===== config.mk =====
export PLATFORM = sky130hd
export DESIGN_NAME = alu_arbiter_flat
export DESIGN_NICKNAME = d
export VERILOG_FILES = /design/src/rtl/alu_arbiter_if.sv /design/src/rtl/alu_arbiter.sv /design/src/flat_wrapper.sv
export SDC_FILE = /design/constraint.sdc
export NUM_CORES = 1
export LEC_CHECK = 0
export ABC_CLOCK_PERIOD_IN_PS = 3200
export CAP_MARGIN = 0
export CORE_ASPECT_RATIO = 0.8
export CORE_MARGIN = 5
export CORE_UTILIZATION = 45
export CTS_CLUSTER_DIAMETER = 120
export DETAILED_ROUTE_END_ITERATION = 10
export HOLD_SLACK_MARGIN = 0.06
export PLACE_DENSITY = 0.79
export RECOVER_POWER = 50
export SYNTH_ARGS = -nofsm -noshare
export SYNTH_HDL_FRONTEND = slang
export SYNTH_SLANG_ARGS = --single-unit

===== constraint.sdc =====
create_clock -name clk -period 3.2 [get_ports clk]
set_input_delay 0.32 -clock clk [delete_from_list [all_inputs] [get_ports clk]]
set_output_delay 0.32 -clock clk [all_outputs]
set_load 0.1 [all_outputs]

===== src/rtl/alu_arbiter_if.sv =====
// Handshake bundle between two requesters, one response consumer and alu_arbiter.
// The flag signals exist only when ALU_ARB_FLAGS_EN is defined.
interface alu_arbiter_if;
  logic [1:0]  req_valid;
  logic [1:0]  req_ready;
  logic [31:0] req_a0;
  logic [31:0] req_b0;
  logic [31:0] req_a1;
  logic [31:0] req_b1;
  logic [2:0]  req_op0;
  logic [2:0]  req_op1;
  logic        rsp_valid;
  logic        rsp_ready;
  logic        rsp_id;
  logic [31:0] rsp_result;
  logic        rsp_err;
`ifdef ALU_ARB_FLAGS_EN
  logic        rsp_zero;
  logic        rsp_ovf;
  logic        rsp_cout;

  modport master (
    output req_valid, req_a0, req_b0, req_a1, req_b1, req_op0, req_op1, rsp_ready,
    input  req_ready, rsp_valid, rsp_id, rsp_result, rsp_err, rsp_zero, rsp_ovf, rsp_cout
  );
  modport slave (
    input  req_valid, req_a0, req_b0, req_a1, req_b1, req_op0, req_op1, rsp_ready,
    output req_ready, rsp_valid, rsp_id, rsp_result, rsp_err, rsp_zero, rsp_ovf, rsp_cout
  );
`else
  modport master (
    output req_valid, req_a0, req_b0, req_a1, req_b1, req_op0, req_op1, rsp_ready,
    input  req_ready, rsp_valid, rsp_id, rsp_result, rsp_err
  );
  modport slave (
    input  req_valid, req_a0, req_b0, req_a1, req_b1, req_op0, req_op1, rsp_ready,
    output req_ready, rsp_valid, rsp_id, rsp_result, rsp_err
  );
`endif
endinterface


===== src/rtl/alu_arbiter.sv =====
// Round-robin front-end sharing one 32-bit ALU between two requesters (IDLE/EXEC/DONE).
// Optional flag outputs (zero/ovf/cout) are built when ALU_ARB_FLAGS_EN is defined.
module alu (
  input  logic [31:0] a,
  input  logic [31:0] b,
  input  logic [2:0]  op,
  output logic [31:0] result,
  output logic        zero,
  output logic        ovf,
  output logic        cout,
  output logic        illegal
);
  logic        sub;
  logic [31:0] b_eff;
  logic [32:0] sum33;
  logic        add_ovf;

  // One adder serves add, sub and slt; subtraction is a + ~b + 1.
  always_comb begin
    sub     = (op == 3'b110) || (op == 3'b111);
    b_eff   = sub ? ~b : b;
    sum33   = {1'b0, a} + {1'b0, b_eff} + {32'd0, sub};
    add_ovf = (a[31] == b_eff[31]) && (sum33[31] != a[31]);
    result  = 32'd0;
    ovf     = 1'b0;
    cout    = 1'b0;
    illegal = 1'b0;
    case (op)
      3'b000: result = a & b;
      3'b001: result = a | b;
      3'b010, 3'b110: begin
        result = sum33[31:0];
        ovf    = add_ovf;
        cout   = sum33[32];
      end
      3'b111: result = {31'd0, sum33[31] ^ add_ovf};
      default: illegal = 1'b1;
    endcase
    zero = (result == 32'd0) && !illegal;
  end
endmodule

module alu_arbiter (
  input  logic         clk,
  input  logic         reset,
  alu_arbiter_if.slave bus
);
  typedef enum logic [1:0] {IDLE = 2'd0, EXEC = 2'd1, DONE = 2'd2} state_t;

  state_t      state_q, state_d;
  logic        last_grant_q, last_grant_d;
  logic [31:0] a_q, a_d, b_q, b_d;
  logic [2:0]  op_q, op_d;
  logic        id_q, id_d;
  logic        rsp_valid_q, rsp_valid_d;
  logic [31:0] rsp_result_q, rsp_result_d;
  logic        rsp_err_q, rsp_err_d;
  logic        grant;
  logic [1:0]  req_ready;
  logic [31:0] alu_result;
  logic        alu_zero, alu_ovf, alu_cout, alu_illegal;
`ifdef ALU_ARB_FLAGS_EN
  logic        zero_q, zero_d, ovf_q, ovf_d, cout_q, cout_d;
`else
  logic [2:0]  unused_flags;
  assign unused_flags = {alu_zero, alu_ovf, alu_cout};
`endif

  alu u_alu (
    .a       (a_q),
    .b       (b_q),
    .op      (op_q),
    .result  (alu_result),
    .zero    (alu_zero),
    .ovf     (alu_ovf),
    .cout    (alu_cout),
    .illegal (alu_illegal)
  );

  // Next-state, grant selection and operand/result capture.
  always_comb begin
    state_d      = state_q;
    last_grant_d = last_grant_q;
    a_d          = a_q;
    b_d          = b_q;
    op_d         = op_q;
    id_d         = id_q;
    rsp_valid_d  = rsp_valid_q;
    rsp_result_d = rsp_result_q;
    rsp_err_d    = rsp_err_q;
    req_ready    = 2'b00;
`ifdef ALU_ARB_FLAGS_EN
    zero_d = zero_q;
    ovf_d  = ovf_q;
    cout_d = cout_q;
`endif
    if (bus.req_valid == 2'b11) begin
      grant = ~last_grant_q;
    end else begin
      grant = bus.req_valid[1];
    end
    case (state_q)
      IDLE: begin
        if (bus.req_valid != 2'b00) begin
          req_ready    = grant ? 2'b10 : 2'b01;
          a_d          = grant ? bus.req_a1 : bus.req_a0;
          b_d          = grant ? bus.req_b1 : bus.req_b0;
          op_d         = grant ? bus.req_op1 : bus.req_op0;
          id_d         = grant;
          last_grant_d = grant;
          state_d      = EXEC;
        end else begin
          state_d = IDLE;
        end
      end
      EXEC: begin
        rsp_result_d = alu_result;
        rsp_err_d    = alu_illegal;
        rsp_valid_d  = 1'b1;
`ifdef ALU_ARB_FLAGS_EN
        zero_d = alu_zero;
        ovf_d  = alu_ovf;
        cout_d = alu_cout;
`endif
        state_d = DONE;
      end
      DONE: begin
        if (bus.rsp_ready) begin
          rsp_valid_d = 1'b0;
          state_d     = IDLE;
        end else begin
          state_d = DONE;
        end
      end
      default: state_d = IDLE;
    endcase
  end

  // State and datapath registers with synchronous reset.
  always_ff @(posedge clk) begin
    if (reset) begin
      state_q      <= IDLE;
      last_grant_q <= 1'b1;
      a_q          <= 32'd0;
      b_q          <= 32'd0;
      op_q         <= 3'd0;
      id_q         <= 1'b0;
      rsp_valid_q  <= 1'b0;
      rsp_result_q <= 32'd0;
      rsp_err_q    <= 1'b0;
`ifdef ALU_ARB_FLAGS_EN
      zero_q <= 1'b0;
      ovf_q  <= 1'b0;
      cout_q <= 1'b0;
`endif
    end else begin
      state_q      <= state_d;
      last_grant_q <= last_grant_d;
      a_q          <= a_d;
      b_q          <= b_d;
      op_q         <= op_d;
      id_q         <= id_d;
      rsp_valid_q  <= rsp_valid_d;
      rsp_result_q <= rsp_result_d;
      rsp_err_q    <= rsp_err_d;
`ifdef ALU_ARB_FLAGS_EN
      zero_q <= zero_d;
      ovf_q  <= ovf_d;
      cout_q <= cout_d;
`endif
    end
  end

  assign bus.req_ready  = req_ready;
  assign bus.rsp_valid  = rsp_valid_q;
  assign bus.rsp_id     = id_q;
  assign bus.rsp_result = rsp_result_q;
  assign bus.rsp_err    = rsp_err_q;
`ifdef ALU_ARB_FLAGS_EN
  assign bus.rsp_zero = zero_q;
  assign bus.rsp_ovf  = ovf_q;
  assign bus.rsp_cout = cout_q;
`endif
endmodule


===== src/flat_wrapper.sv =====
// flat-port wrapper written by rule: the top's interface ports become plain ports
module alu_arbiter_flat 
  (clk, reset, bus_req_valid, bus_req_a0, bus_req_b0, bus_req_a1, bus_req_b1, bus_req_op0, bus_req_op1, bus_rsp_ready, bus_req_ready, bus_rsp_valid, bus_rsp_id, bus_rsp_result, bus_rsp_err);
  alu_arbiter_if bus_i ();
  input  logic clk;
  input  logic reset;
  input wire logic [$bits(bus_i.req_valid)-1:0] bus_req_valid;
  input wire logic [$bits(bus_i.req_a0)-1:0] bus_req_a0;
  input wire logic [$bits(bus_i.req_b0)-1:0] bus_req_b0;
  input wire logic [$bits(bus_i.req_a1)-1:0] bus_req_a1;
  input wire logic [$bits(bus_i.req_b1)-1:0] bus_req_b1;
  input wire logic [$bits(bus_i.req_op0)-1:0] bus_req_op0;
  input wire logic [$bits(bus_i.req_op1)-1:0] bus_req_op1;
  input wire logic [$bits(bus_i.rsp_ready)-1:0] bus_rsp_ready;
  output wire logic [$bits(bus_i.req_ready)-1:0] bus_req_ready;
  output wire logic [$bits(bus_i.rsp_valid)-1:0] bus_rsp_valid;
  output wire logic [$bits(bus_i.rsp_id)-1:0] bus_rsp_id;
  output wire logic [$bits(bus_i.rsp_result)-1:0] bus_rsp_result;
  output wire logic [$bits(bus_i.rsp_err)-1:0] bus_rsp_err;
  assign bus_i.req_valid = bus_req_valid;
  assign bus_i.req_a0 = bus_req_a0;
  assign bus_i.req_b0 = bus_req_b0;
  assign bus_i.req_a1 = bus_req_a1;
  assign bus_i.req_b1 = bus_req_b1;
  assign bus_i.req_op0 = bus_req_op0;
  assign bus_i.req_op1 = bus_req_op1;
  assign bus_i.rsp_ready = bus_rsp_ready;
  assign bus_req_ready = bus_i.req_ready;
  assign bus_rsp_valid = bus_i.rsp_valid;
  assign bus_rsp_id = bus_i.rsp_id;
  assign bus_rsp_result = bus_i.rsp_result;
  assign bus_rsp_err = bus_i.rsp_err;
  alu_arbiter u_core (.clk(clk), .reset(reset), .bus(bus_i));
endmodule

==> impl_results.md <==
- Status: finished, violations left
- Violated checks: capacitance limit, slew limit
- Post-Synth Adder-Cell Area: 10.7%
- First-pass GRT wire length: 34.6 mm
- Clk buf depth: 2
- Mux cell area share after synthesis: 6.38%
- Hold WS: 454 ps
- Fin. Hold Viols: 0
- Largest net degree at the start of global routing: 59
- Largest stage delay on the critical path: 390 ps
- Vias in the first global route: 6,397
- Power Density: 480 nW/um2
- DR WL/cell: 19.1 um
- LEAKAGE: 0.00369 uW
- GR Overflow Total: 0
- Largest family of logic cells by synthesized area: compound AO/OA/AOI/OAI gates
- Die span in x: 146 um
- # setup viols final: 0
- Final wirelength: 22.4 mm
- Mapped Nets: 967
- Initial DRC count: 672
- Top cell type's share of synthesized area: 31.5%
- All-Layer GR Usage: 24.8%
- Max stage delay cell, worst path: or3_4
- Pre-CTS WS: -72.1 ps
- Via count: 6,770
- DRC: 0
- Post-Syn Instances: 793
- XOR/XNOR Fraction of Synth Area: 7.62%
- Final Wtd Congestion: 1.02
- Synth warnings: 0
- Share of layout cells above drive strength 1: 12.6%
- Count of hold-fix buffers inserted at cts: 0
- Reg clk slew, reported paths: 80 ps
- Fmax: 318 MHz
- RSZ-0062 raised after global routing: yes
- Least-Margin Pin Slew: 1530 ps
- Minimum clock period after layout: 3140 ps
- EDFF count, synth: 0
- Met3 wire length: 2.38 mm
- Placed Cells incl. Taps: 1,151
- Highest routing layer actually used: met4
- Worst Setup End Kind: flip-flop
- Die Area: 17,400 um2
- FF+latch count, synth: 105
- Synth Area in Simple Gates: 13.0%
- DR pass1 iterations: 5
- Asr flop ratio synth: 0%
- Final Non-Filler Cells: 1,172
- TritonCTS clock tree: done
- Worst-skew pair later-pin latency: 370 ps
- Main synth FF type: dfxtp_1
- Layout Utilization: 65.0%
- Fill cells: 1,211
- CP Cell Sequence: nand2_2 > buf_12 > xnor2_2 > ha_2 > a21oi_2 > o21bai_1 > a21oi_2 > o22ai_1 > or3_4 > a21oi_4 > mux2_4 > nor4_4 > o21ai_1
- Num rows: 39
- Total CTS buffers: 9
- Critical Path RT: 3460 ps
- Layout area overhead: 40.5%
- Die height: 119 um
- Pins Over Slew Limit: 30
- R2R cell count: 13
- Starting Density: 46.3%
- Sequential area share after synthesis: 31.5%
- Final HPWL DP: 17.1 mm
- Worst setup margin: 55.0 ps
- Crit share post-route: 98.3%
- Antenna violations before repair: 0
- Metal-1 WL: 10.5 mm
- Max Cap Violations: 1
- Crit path max fanout: 7
- Root Driver: clkbuf_16
- Synth Area in Compound Gates: 26.7%
- Hold Crit Depth: 2
- Worst Setup Start Kind: flip-flop
- Netlist cell types: 58
- Via/cell ratio: 5.78
- # diodes: 0
- # port buffers: 175
- Worst vdd ir: 274 uV
- Layout Nets: 1,157
- Final ANT Viol Nets: 0
- Most area-consuming cells after synthesis: dfxtp_1 (32%), ha_1 (6.4%), mux2i_1 (6.2%)
- Synth area leader: dfxtp_1
- CP arrival: 3410 ps
- Met2 Wirelength: 9.21 mm
- CTS H-tree lvls: 3
- I/O pins: 176
- Slew margin rel.: -1.94%
- Synthesized area per cell: 8.40 um2
- CORE AREA: 14,400 um2
- Fin Clk Skew: 15.1 ps
- Crit path kind: reg -> reg
- Most frequent CP cell: a21oi_2
- Min-delay worst type: in -> reg
- Mapped Area: 6660 um2
- Clk sink count: 105
final timing paths:
kind                                    start                                     end  slack [ps]
setup / recovery  u_core.op_q[1]$_SDFFE_PP0P_  u_core.bus.rsp_result[31]$_SDFFE_PP0P_          60
hold / removal                          reset  u_core.bus.rsp_result[28]$_SDFFE_PP0P_         450
setup reg to reg  u_core.op_q[1]$_SDFFE_PP0P_  u_core.bus.rsp_result[31]$_SDFFE_PP0P_          60
hold reg to reg    u_core.a_q[5]$_SDFFE_PP0P_              u_core.a_q[5]$_SDFFE_PP0P_         480
state kept, by name (all words and copies together), names as in the netlist:
name                   flops
u_core.bus.rsp_err         1
u_core.state_q             2
u_core.b_q                32
u_core.bus.rsp_valid       1
u_core.a_q                32
u_core.last_grant_q        1
u_core.op_q                3
u_core.bus.rsp_id          1
u_core.bus.rsp_result     32
timing repair:
action	CTS	global route
gates cloned	0	1
endpoints found under the setup margin	3	9
resized for setup	6	41
buffers inserted	0	4
pin swaps	0	17
final cells by class:
cell class / instances / area, um2 / area share [%]
timing repair buffer: 235 / 2160 / 23.1
clock inverter: 6 / 60.1 / 0.641
inverter: 13 / 48.8 / 0.521
multi-input combinational: 619 / 4510 / 48.2
tap: 184 / 230 / 2.46
clock buffer: 10 / 239 / 2.55
sequential: 105 / 2110 / 22.5
cell usage in the layout, fill, tap and decap left out, drive strengths merged, types with 3 or more instances in the layout:
master | synthesis | layout
a211oi | 44 | 44
a21o | 15 | 15
a21oi | 67 | 67
a222oi | 11 | 11
a22oi | 46 | 46
a31oi | 3 | 3
a41oi | 3 | 3
and2 | 3 | 3
and3 | 3 | 3
buf | 11 | 58
clkbuf | 45 | 31
clkdlybuf4s50 | 0 | 155
dfxtp | 105 | 105
ha | 34 | 34
inv | 13 | 16
maj3 | 27 | 27
mux2i | 41 | 41
nand2 | 65 | 65
nand2b | 4 | 4
nand3 | 3 | 3
nand3b | 3 | 3
nand4 | 8 | 8
nor2 | 90 | 90
nor2b | 3 | 3
nor3 | 7 | 7
o211ai | 4 | 4
o21a | 4 | 4
o21ai | 38 | 38
o21bai | 4 | 4
o22ai | 8 | 8
xnor2 | 45 | 45
xor2 | 13 | 13
critical path, delay by kind of cell, from the launching register on:
kind / cells / cell delay, ps
AO/OA/AOI/OAI: 6 / 940
AND/OR/NAND/NOR: 3 / 690
adder cells (fa/ha/maj): 1 / 350
flip-flops: 1 / 340
multiplexers: 1 / 340
XOR/XNOR: 1 / 190
buffers and inverters: 1 / 170
per-stage QoR:
step	TNS (ps)	total power, uW	cell area (um2)
3_3_place_gp	0	3280	8870
5_1_grt	-166	4710	9360
6_report	0	4500	9360
3_5_place_dp	-122	3300	8870
4_1_cts	0	4420	9200
2_1_floorplan	-7.05	2660	6690
cells in the mapped netlist (3+ instances only):
cell type    n
a211oi_1    43
a21o_1      15
a21oi_1     66
a222oi_1    11
a22oi_1     46
a31oi_1      3
and2_1       3
and3_1       3
buf_1        9
clkbuf_1    45
dfxtp_1    105
ha_1        34
inv_1       13
maj3_1      27
mux2i_1     41
nand2_1     65
nand2b_1     4
nand3_1      3
nand4_1      8
nor2_1      90
nor2b_1      3
nor3_1       7
o211ai_1     4
o21a_1       4
o21ai_0     34
o21ai_1      3
o21bai_1     4
o22ai_1      8
xnor2_1     45
xor2_1      13
routing by layer:
layer	global-route usage, %	up-vias
met3	7.86	22
met5	0	-
met1	36.4	3143
li1	-	3293
met4	6.58	0
met2	35.1	312
power breakdown:
group | switching, uW | internal, uW | leakage, uW | total, uW
clock network | 549 | 567 | 0.000140 | 1120
registers | 150 | 1430 | 0.000865 | 1580
logic | 1010 | 793 | 0.00269 | 1800
cells by family (layout without fill, tap and decap cells):
family                   after synthesis  count (layout)
XOR/XNOR                              58              58
adder cells (fa/ha/maj)               62              62
AND/OR/NAND/NOR                      195             195
flip-flops                           105             105
multiplexers                          42              42
AO/OA/AOI/OAI                        262             262
buffers and inverters                 69             264
Note: power is estimated with default switching activity, not from simulation.
